**src/rtl/sweep_pkg.sv**
```systemverilog
// Shared types and constants for the truth-table sweep controller.
package sweep_pkg;

    typedef enum logic [1:0] {
        IDLE    = 2'd0,
        APPLY   = 2'd1,
        CAPTURE = 2'd2,
        REPORT  = 2'd3
    } sweep_state_e;

    function automatic int table_size(input int n_inputs);
        return 2 ** n_inputs;
    endfunction

    // Expected truth tables for the 3-input SOP gate variants, bit i = F(minterm i).
    localparam logic [7:0] EXP_SOP3       = 8'h13;  // F = ~B & (~A | ~C)
    localparam logic [7:0] EXP_SOP3_NOT_B = 8'h33;  // F = ~B
    localparam logic [7:0] EXP_SOP3_ZERO  = 8'h00;  // constant 0

endpackage

```
**src/rtl/truth_table_sweeper_settle_timer.sv**
```systemverilog
// Loadable down-counter; tc flags that the settle interval has elapsed.
module settle_timer #(
    parameter int SETTLE_CYCLES = 1
) (
    input  logic clk,
    input  logic rst,
    input  logic load,
    input  logic en,
    output logic tc
);

    localparam int CW = (SETTLE_CYCLES > 1) ? $clog2(SETTLE_CYCLES) : 1;
    localparam logic [CW-1:0] LOAD_VAL = CW'(SETTLE_CYCLES - 1);
    localparam logic [CW-1:0] ONE      = CW'(1);

    logic [CW-1:0] cnt_q;

    always_ff @(posedge clk) begin
        if (rst) begin
            cnt_q <= '0;
        end else if (load) begin
            cnt_q <= LOAD_VAL;
        end else if (en && cnt_q != '0) begin
            cnt_q <= cnt_q - ONE;
        end
    end

    assign tc = (cnt_q == '0);

endmodule

```
**src/rtl/truth_table_sweeper.sv**
```systemverilog
// Walks every minterm onto a small gate, captures its output and scores it
// against an expected truth table.
module truth_table_sweeper
    import sweep_pkg::*;
#(
    parameter int                        N_INPUTS      = 3,
    parameter int                        SETTLE_CYCLES = 1,
    parameter logic [2**N_INPUTS-1:0]    EXPECTED      = EXP_SOP3
) (
    input  logic                      CLK,
    input  logic                      RST,
    input  logic                      START,
    output logic [N_INPUTS-1:0]       VEC,
    input  logic                      F_IN,
    output logic                      BUSY,
    output logic                      DONE,
    output logic                      PASS,
    output logic [2**N_INPUTS-1:0]    MINTERMS,
    output logic [N_INPUTS:0]         ERR_COUNT,
    output logic [N_INPUTS-1:0]       FIRST_ERR
);

    localparam int TABLE_SIZE = table_size(N_INPUTS);
    localparam logic [N_INPUTS-1:0] IDX_LAST = N_INPUTS'(TABLE_SIZE - 1);
    localparam logic [N_INPUTS-1:0] IDX_ONE  = N_INPUTS'(1);
    localparam logic [N_INPUTS:0]   ERR_ONE  = (N_INPUTS + 1)'(1);

    sweep_state_e            state_q, state_d;
    logic [N_INPUTS-1:0]     idx_q;
    logic [TABLE_SIZE-1:0]   minterms_q;
    logic [N_INPUTS:0]       err_q;
    logic [N_INPUTS-1:0]     first_q;
    logic                    pass_q;

    logic accept, last, mismatch, tc, timer_load;

    assign accept   = (state_q == IDLE) && START;
    assign last     = (idx_q == IDX_LAST);
    assign mismatch = (F_IN != EXPECTED[idx_q]);

    assign timer_load = accept || (state_q == CAPTURE && !last);

    settle_timer #(
        .SETTLE_CYCLES(SETTLE_CYCLES)
    ) u_settle (
        .clk  (CLK),
        .rst  (RST),
        .load (timer_load),
        .en   (state_q == APPLY),
        .tc   (tc)
    );

    always_ff @(posedge CLK) begin
        if (RST) begin
            state_q <= IDLE;
        end else begin
            state_q <= state_d;
        end
    end

    always_comb begin
        state_d = state_q;
        unique case (state_q)
            IDLE:    if (START) state_d = APPLY;
            APPLY:   if (tc) state_d = CAPTURE;
            CAPTURE: state_d = last ? REPORT : APPLY;
            REPORT:  state_d = IDLE;
            default: state_d = IDLE;
        endcase
    end

    always_ff @(posedge CLK) begin
        if (RST) begin
            idx_q      <= '0;
            minterms_q <= '0;
            err_q      <= '0;
            first_q    <= '0;
            pass_q     <= 1'b0;
        end else if (accept) begin
            idx_q      <= '0;
            minterms_q <= '0;
            err_q      <= '0;
            first_q    <= '0;
            pass_q     <= 1'b0;
        end else if (state_q == CAPTURE) begin
            minterms_q[idx_q] <= F_IN;
            if (mismatch) begin
                err_q <= err_q + ERR_ONE;
                if (err_q == '0) first_q <= idx_q;
            end
            // PASS must fold in the verdict of the final vector captured this edge.
            if (last) begin
                pass_q <= (err_q == '0) && !mismatch;
            end else begin
                idx_q <= idx_q + IDX_ONE;
            end
        end
    end

    assign VEC       = (state_q == APPLY || state_q == CAPTURE) ? idx_q : '0;
    assign BUSY      = (state_q != IDLE);
    assign DONE      = (state_q == REPORT);
    assign PASS      = pass_q;
    assign MINTERMS  = minterms_q;
    assign ERR_COUNT = err_q;
    assign FIRST_ERR = first_q;

endmodule

```
**config.mk**
```make
export PLATFORM = sky130hd
export DESIGN_NAME = truth_table_sweeper
export DESIGN_NICKNAME = d
export VERILOG_FILES = /design/src/rtl/sweep_pkg.sv /design/src/rtl/truth_table_sweeper_settle_timer.sv /design/src/rtl/truth_table_sweeper.sv
export SDC_FILE = /design/constraint.sdc
export NUM_CORES = 1
export LEC_CHECK = 0
export CORE_ASPECT_RATIO = 1.5
export CORE_UTILIZATION = 50
export CTS_CLUSTER_DIAMETER = 40
export DETAILED_ROUTE_END_ITERATION = 10
export PLACE_DENSITY = 0.74
export SYNTH_ARGS = -nofsm -noshare
export SYNTH_HDL_FRONTEND = slang
export SYNTH_SLANG_ARGS = --single-unit
```
**constraint.sdc**
```tcl
create_clock -name CLK -period 1.6 [get_ports CLK]
set_clock_uncertainty 0.05 [all_clocks]
set_input_delay 0.32 -clock CLK [delete_from_list [all_inputs] [get_ports CLK]]
set_output_delay 0.32 -clock CLK [all_outputs]
set_load 0.01 [all_outputs]
```
* Yosys cells after proc, flatten, opt, wreduce, memory -nomap -nowiden
Memory sizes are Yosys's and may differ from the RTL's. A register that Yosys moved wholly into a read port is not among the register bits.
Index checks and enable logic that the tools add are counted.
** Storage, ports and cells
- Register bits :: 22
- Word-level logic and storage cells :: 51
- Memories :: 1
- Output and inout port bits :: 21
- Input bits :: 4
- ROM bits :: 8
** Memory list
- (no name shown) :: depth 8, bits a word 1, rd ports 1, clocked after Yosys merged registers in 1, wr ports 0, line truth_table_sweeper.sv:39 : assign mismatch = (F_IN != EXPECTED[idx_q]);
** Operators by class
- Mux-type cells :: 11
- Eq/ne operators :: 7
- Bitwise logic cells :: 1
- Add/sub/neg operators :: 3
- Reduce and logical (&&, ||, !) cells :: 19
- Order comparisons :: 2
** Operators with widths (number)
- $mux 3 :: 3
- $bwmux 8 :: 1
- $pmux 2 s4 :: 1
- $reduce_and 2->1 :: 4
- $mux 2 :: 3
- $logic_and 1x1->1 :: 5
- $add 4x1->4 const B :: 1
- $eq 2x2->1 const B :: 2
- $logic_not 4->1 :: 1
- $lt 3x4->1 const B :: 1
- $ne 2x2->1 const B :: 2
- $reduce_or 2->1 :: 2
- $add 3x1->3 const B :: 1
- $demux 1 s3 :: 1
- $eq 3x3->1 const B :: 1
- $ge 3x1->1 const B :: 1
- $reduce_and 3->1 :: 1
- $eq 2x1->1 const B :: 1
- $logic_not 1->1 :: 2
- $logic_not 2->1 :: 1
- $logic_or 1x1->1 :: 2
- $mux 1 :: 2
- $reduce_bool 2->1 :: 1
- $ne 1x1->1 :: 1
- other kinds (2) :: 2

* Longest topological paths before layout
Gate-level depths: netlist of the first run.
- Depth in word-level cells :: 5
- Gate-level depth with buffers :: 6
- Gate-level depth less buffers :: 5

* Hierarchy
Synthesis of the first run repeated with hierarchy kept, for this count alone.
** Unflattened totals
- Cells, all modules :: 134
- Area, all modules :: 1268.7 um2
** Modules (own cells, without submodules)
- truth_table_sweeper :: area each 1229.9 um2, instances 1, cells each 131
- settle_timer :: area each 38.8 um2, instances 1, cells each 3

* Worst setup path after synthesis of the first run
Ideal clock, no wire load.
- Path type :: register to register
- Start :: register state_q[0]
- End :: register (tool-made name)
- Arrival :: 1.350 ns
- Buffers on the path :: 1
- Stages on the path, launching flop included :: 7
- Setup slack :: 0.084 ns
- Data required time :: 1.434 ns
- Period minus slack after synthesis :: 1.516 ns
- Cells stage by stage :: dfxtp_1 inv_1 ha_1 buf_4 xnor2_1 o32a_1 a31o_2
** RTL lines
- from (decl) :: line truth_table_sweeper.sv:28 : sweep_state_e state_q, state_d;
- from (signal assigned) :: line truth_table_sweeper.sv:57 : state_q <= state_d;

* Final worst setup path of the first run
- Start :: register state_q[0]
- End :: output port VEC[2]
** Between the ends
- Word-level cells in the longest chain between the ends :: 3
- Elaborated cells on any way between the ends :: 4
** Ends and longest elaborated chain
- $eq 2x1->1 or $eq 2x2->1 (tied branches) :: line truth_table_sweeper.sv:100 : assign VEC = (state_q == APPLY || state_q == CAPTURE) ? idx_q : '0;
- $logic_or 1x1->1 (*) :: line truth_table_sweeper.sv:100
- $mux 3 (*) :: line truth_table_sweeper.sv:100
- to (decl) :: line truth_table_sweeper.sv:13 : output logic [N_INPUTS-1:0] VEC,
Mark *: on every way between the ends. The rest lies on a longest branch, timed or not.

==> results of run 1 <==
-- kinds of logic (layout without fill, tap and decap cells) --
logic type,after synthesis,after routing,synth area share (%)
fa+ha+maj,10,10,9.970
simple gates,48,48,22.33
flops,23,23,36.69
xor+xnor,4,4,3.391
compound gates,18,18,9.871
buf+inv,15,61,6.580
mux,14,14,11.17
-- sequential cells by signal (all words and copies together), names as in the netlist, named ones only --
name,count
FIRST_ERR,3
ERR_COUNT,4
idx_q,3
MINTERMS,8
state_q,2
PASS,1
u_settle.cnt_q,1
-- critical path: cells and delay by family (launching register included) --
family / cells / cell delay, ps
flip-flops: 1 / 370
buffers and inverters: 2 / 170
adder cells (fa/ha/maj): 1 / 240
AND/OR/NAND/NOR: 1 / 160
-- per-stage QoR --
| stage | utilization (%) | hold slack [ps] |
|---|---|---|
| 2_1_floorplan | - | 342.1 |
| 3_3_place_gp | 70.62 | 394.9 |
| 3_5_place_dp | 70.62 | 407.0 |
| 4_1_cts | 73.59 | 425.8 |
| 5_1_grt | 77.65 | 461.5 |
| 6_report | 77.65 | 426.8 |
-- synth_stat cells, types with 2 or more instances --
library cell,instances,area [sq um]
o21ai_0,2,10.01
and4bb_2,2,25.02
inv_1,6,22.52
nand2b_1,2,12.51
buf_2,4,20.02
nor2_1,13,48.80
nand4_1,2,12.51
nand4b_1,3,26.28
mux2i_1,14,140.1
a21oi_1,7,35.03
nand2_1,9,33.78
xnor2_1,2,17.52
ha_1,10,125.1
nand3_1,4,20.02
and2_1,3,18.77
nor2b_1,2,12.51
dfxtp_1,23,460.4
nand3b_1,2,15.01
-- final cells by class --
type | count | area [sq um] | area share, %
repair buffers | 50 | 470.5 | 26.20
clock buffers | 3 | 22.52 | 1.254
inverters | 7 | 28.78 | 1.603
multi-input cells | 94 | 770.7 | 42.93
flip-flops and latches | 23 | 469.2 | 26.13
clock inverters | 1 | 5.005 | 0.2787
well taps | 23 | 28.78 | 1.603
-- power breakdown --
group          switching (mW)  leakage (nW)  total, mW  internal (mW)
combinational           0.243         0.727      0.525          0.282
clock                   0.174        0.0177      0.267         0.0932
sequential             0.0195         0.189      0.615          0.595
-- routing by layer --
layer	up-vias	track usage (%)	share of wire, %
met5	-	0	0
met3	4	2.579	2.7
met2	24	43.75	54
li1	553	-	-
met1	520	23.52	42
met4	0	7.422	1.2
-- timing repair --
| item | in CTS | in global routing |
|---|---|---|
| pin swaps | 2 | 4 |
| setup buffers | 2 | 2 |
| setup endpoints to repair | 19 | 23 |
| gates resized for setup | 33 | 26 |
-- path summary, 6_finish.rpt --
kind	end	slack, ps	cells after the start
worst max register to register	ERR_COUNT[2]$_SDFFE_PP0P_	70	6
worst max-delay path	VEC[2]	-6	4
worst min register to register	PASS$_SDFFE_PP0P_	430	2
worst min-delay path	PASS$_SDFFE_PP0P_	430	2
==> run metrics, run 1 <==
largest net degree at the start of global routing=14; DP Area=0.001633 sq mm; Worst Path Required=1230 ps; share of layout cells above drive strength 1=34.83%; CTS sink cnt=23; CTS root buffer=clkbuf_4; minimum clock period=1606 ps; die width=42.91 um; FMAX=0.6226 GHz; worst r2r src=state_q[0]$_SDFFE_PP0P_; Area Overhead vs Synth=43.07%; Synth cell types=40; Top FF cell, synth=dfxtp_1; Setup crit start=state_q[0]$_SDFFE_PP0P_; Slew Limit Fails=0; #FFs+latches synth=23; die area=0.002718 sq mm; core area=0.002312 sq mm; cts hold-fix bufs=0; Syn Nets=146; commonest non-fill, non-tap cells in the layout=buf_4, dfxtp_1, mux2i_1; Lkg Pwr=0.9337 nW; first-pass GRT wire length=4.712 mm; asr flop ratio synth=0%; Layout Nets=193; final setup fails=2; Cell Rows=21; Initial DRC Count=31; H-tree Lvls=1; PwrDens=783.5 mW/mm^2; placed cells=193; initial core utilization=54.27%; 1st-pass router iterations=4; Syn Inst Count=132; critical path arrival=1240 ps; syn_area_per_cell=9.507 sq um; PnR worst setup slack=-6.285 ps; Via density=5.478; Ports=25; GRT Util Overall=22.48%; initial antenna violation count=0; dpl ws=-165.4 ps; wire per inst=14.17 um; Via Count=1101; number of port buffers=24; Bufs on Longest Clock Path=2; Antenna Nets Post-Route=0; setup tns final=-11.07 ps; Detailed Route WL=2.848 mm; sequential fraction of the synthesis area=36.69%; final cell count without fillers=201; crit end category=output port; Critical Path Start Type=flip-flop; Relative slew margins=76.96%; Yosys Warn Count=0; Crit Path Class=reg -> out; antenna cells=0; Die Height=63.36 um; global route overflow=0; DRC errors left=0; dpl hpwl=2.035 mm; clock-pin slew on the worst setup and hold paths=130 ps; outcome=finished, violations left; crit-path max cell delay=370 ps; Final Hold Viols=0; HP Class=reg -> reg; total CTS buffers=3; Post-Syn Area=0.001255 sq mm; Post-synth EDFFs=0; fill count=168; failing checks=setup timing; vias in the first global route=1105; # Max-Cap Violations=0; CTS tree=done; unrepaired setup endpoints after global routing=yes; most common cell after layout, fill and taps aside=buf_4; Power Total=1.407 mW; hold_sp=PASS$_SDFFE_PP0P_; largest fanout on the critical path=3; VDD IR-drop max=0.6155 mV; Final Instance Area=0.001795 sq mm; Final period util=100.4%; Worst path slowest cell=dfxtp_2; RePlAce Congestion=0.8312; crit path cell chain=inv_4, ha_4, and2_4, buf_6; Slew @ Worst Pin=340.2 ps; worst-skew pair later-pin latency=310 ps
No activity file was read; power rests on OpenSTA's default activity.
==> run 2, diff against run 1 <==
- CTS_CLUSTER_DIAMETER: 40 -> 50
==> results of run 2 <==
The final DEF is identical to that of run 1; final timing and power are the same.
==> run 3, diff against run 2 <==
==> constraint.sdc (replaced) <==
create_clock -name CLK -period 1.6 [get_ports CLK]
set_clock_uncertainty 0.05 [all_clocks]
set_input_delay 0.16 -clock CLK [delete_from_list [all_inputs] [get_ports CLK]]
set_output_delay 0.16 -clock CLK [all_outputs]
set_load 0.01 [all_outputs]
==> run 3 against run 2 <==
Net effect:
- the flow now finishes without violations
- design area shrank 7.9%
- critical path depth shrank 3
- die area is the same
- via count shrank 1.8%
- register-to-register slack gained 20 ps
- sequential share of layout area grew 2.0 points
- critical path type unchanged
- global-route usage grew 0.095 points
- core utilization shrank 6.2 points
- clock power grew 3%
- non-clock buffer count shrank 8
- largest power group unchanged
- critical endpoint is now ERR_COUNT[0]
==> run metrics, run 3 (synthesis results as in run 1) <==
total CTS buffers=3 (unchanged); CTS root buffer=clkbuf_4; Reg area=465.4 sq um (-0.80%); Relative slew margins=74.65% (-2.3 points); Area Overhead vs Synth=31.71%; unrepaired setup endpoints after global routing=yes; Slew Limit Fails=0 (unchanged); commonest non-fill, non-tap cells in the layout=dfxtp_1, clkdlybuf4s50_1, buf_4; most common cell after layout, fill and taps aside=dfxtp_1; crit end category=output port; Final Hold Viols=0 (unchanged); Crit Path Class=reg -> out; Bufs on Longest Clock Path=2 (unchanged); die width=42.91 um (unchanged); final setup fails=0 (-2); Layout Nets=185 (-4.1%); Antenna Nets Post-Route=0 (unchanged); Slew @ Worst Pin=375.6 ps (+35.35 ps); Critical Path Start Type=flip-flop; Die Height=63.36 um (unchanged); max reg flops=8 (unchanged); largest net degree at the start of global routing=15 (+1); crit-path max cell delay=570 ps (+200 ps); vias in the first global route=1147 (+3.8%); DRC errors left=0 (unchanged); crit path cell chain=clkdlybuf4s50_1; antenna cells=0 (unchanged); initial core utilization=54.27% (unchanged); worst-skew pair later-pin latency=320 ps (about the same); multi-input logic area=745.7 sq um (-3.2%); Ports=25 (unchanged); 1st-pass router iterations=4 (unchanged); VDD IR-drop max=0.6939 mV (+13%); initial antenna violation count=0 (unchanged); fill count=183 (+8.9%); clock-pin slew on the worst setup and hold paths=130 ps (about the same); Detailed Route WL=2.783 mm (-2.3%); wire per inst=14.42 um (+1.8%); core area=0.002312 sq mm (unchanged); Power Total=1.342 mW (-4.6%); # Max-Cap Violations=0 (unchanged); Via Count=1081 (-1.8%); GRT Util Overall=22.57% (+0.095 points); Via density=5.601 (+2.3%); CTS sink cnt=23 (unchanged); number of port buffers=24 (unchanged); H-tree Lvls=1 (unchanged); RePlAce Congestion=0.7801 (-6.1%); Worst path slowest cell=clkdlybuf4s50_1; FMAX=0.6533 GHz (+4.9%); Bufs and invs on worst path=1 (-1); cts hold-fix bufs=0 (unchanged); Worst Path Required=1390 ps (+160 ps); minimum clock period=1531 ps (-75.65 ps); Cell Rows=21 (unchanged); PwrDens=812.0 mW/mm^2 (+3.6%); Core Util, Final=71.48% (-6.2 points); Final period util=95.66% (-4.7 points); first-pass GRT wire length=4.850 mm (+2.9%); CTS tree=done; critical path arrival=1320 ps (+80 ps); HP Class=reg -> reg; Initial DRC Count=34 (+9.7%); dpl hpwl=2.082 mm (+2.3%); die area=0.002718 sq mm (unchanged); global route overflow=0 (unchanged); largest fanout on the critical path=5 (+2); Lkg Pwr=0.6577 nW (-30%); share of layout cells above drive strength 1=22.94% (-12 points); outcome=completed; CP delay by family, top=buffers and inverters
run 3: through the flow:
stage / TNS [ps] / setup slack (ps) / hold slack (ps) / std cells / cell area (sq um)
floorplan: 0 / 83.77 / 182.1 / 132 / 1255
global placement: 0 / 18.60 / 392.2 / 188 / 1595
detailed placement: -173.3 / -60.63 / 398.8 / 188 / 1595
CTS: 0 / 2.187 / 417.3 / 192 / 1618
global route: -10.94 / -10.94 / 437.2 / 193 / 1653
finish: 0 / 69.36 / 419.7 / 193 / 1653
run 3: layout make-up:
cell class	count	area share, %
Clock buffer	4	1.590
Inverter	7	1.741
Multi-Input combinational cell	94	45.12
Sequential cell	23	28.16
Tap cell	23	1.741
Timing Repair Buffer	42	21.65
run 3: metal layers:
| layer | wire [um] | up-vias | global-route usage (%) | share of wire, % |
|---|---|---|---|---|
| met5 | 0 | - | 0 | 0 |
| met4 | 53 | 0 | 8.984 | 1.9 |
| met3 | 94 | 7 | 2.579 | 3.4 |
| met2 | 1466 | 27 | 42.61 | 53 |
| met1 | 1169 | 507 | 24.16 | 42 |
| li1 | - | 540 | - | - |
run 3: report_power, final:
part | switching (mW) | total (mW) | leakage, nW | internal, mW
registers | 0.0171 | 0.613 | 0.187 | 0.596
clock network | 0.177 | 0.275 | 0.0150 | 0.0977
logic | 0.227 | 0.454 | 0.456 | 0.227
run 3: worst paths after layout:
check                            start           endpoint  slack, ps  depth (start not counted)
max          ERR_COUNT[0]$_SDFFE_PP0P_       ERR_COUNT[0]         70                          1
min                  PASS$_SDFFE_PP0P_  PASS$_SDFFE_PP0P_        420                          2
max reg2reg      idx_q[0]$_SDFFE_PP0P_          flip-flop         90                          4
min reg2reg          PASS$_SDFFE_PP0P_  PASS$_SDFFE_PP0P_        420                          2
run 3: what timing repair did:
action	4_1_cts	5_1_grt
endpoints found under the setup margin	8	16
resized for setup	19	7
buffers inserted	0	1
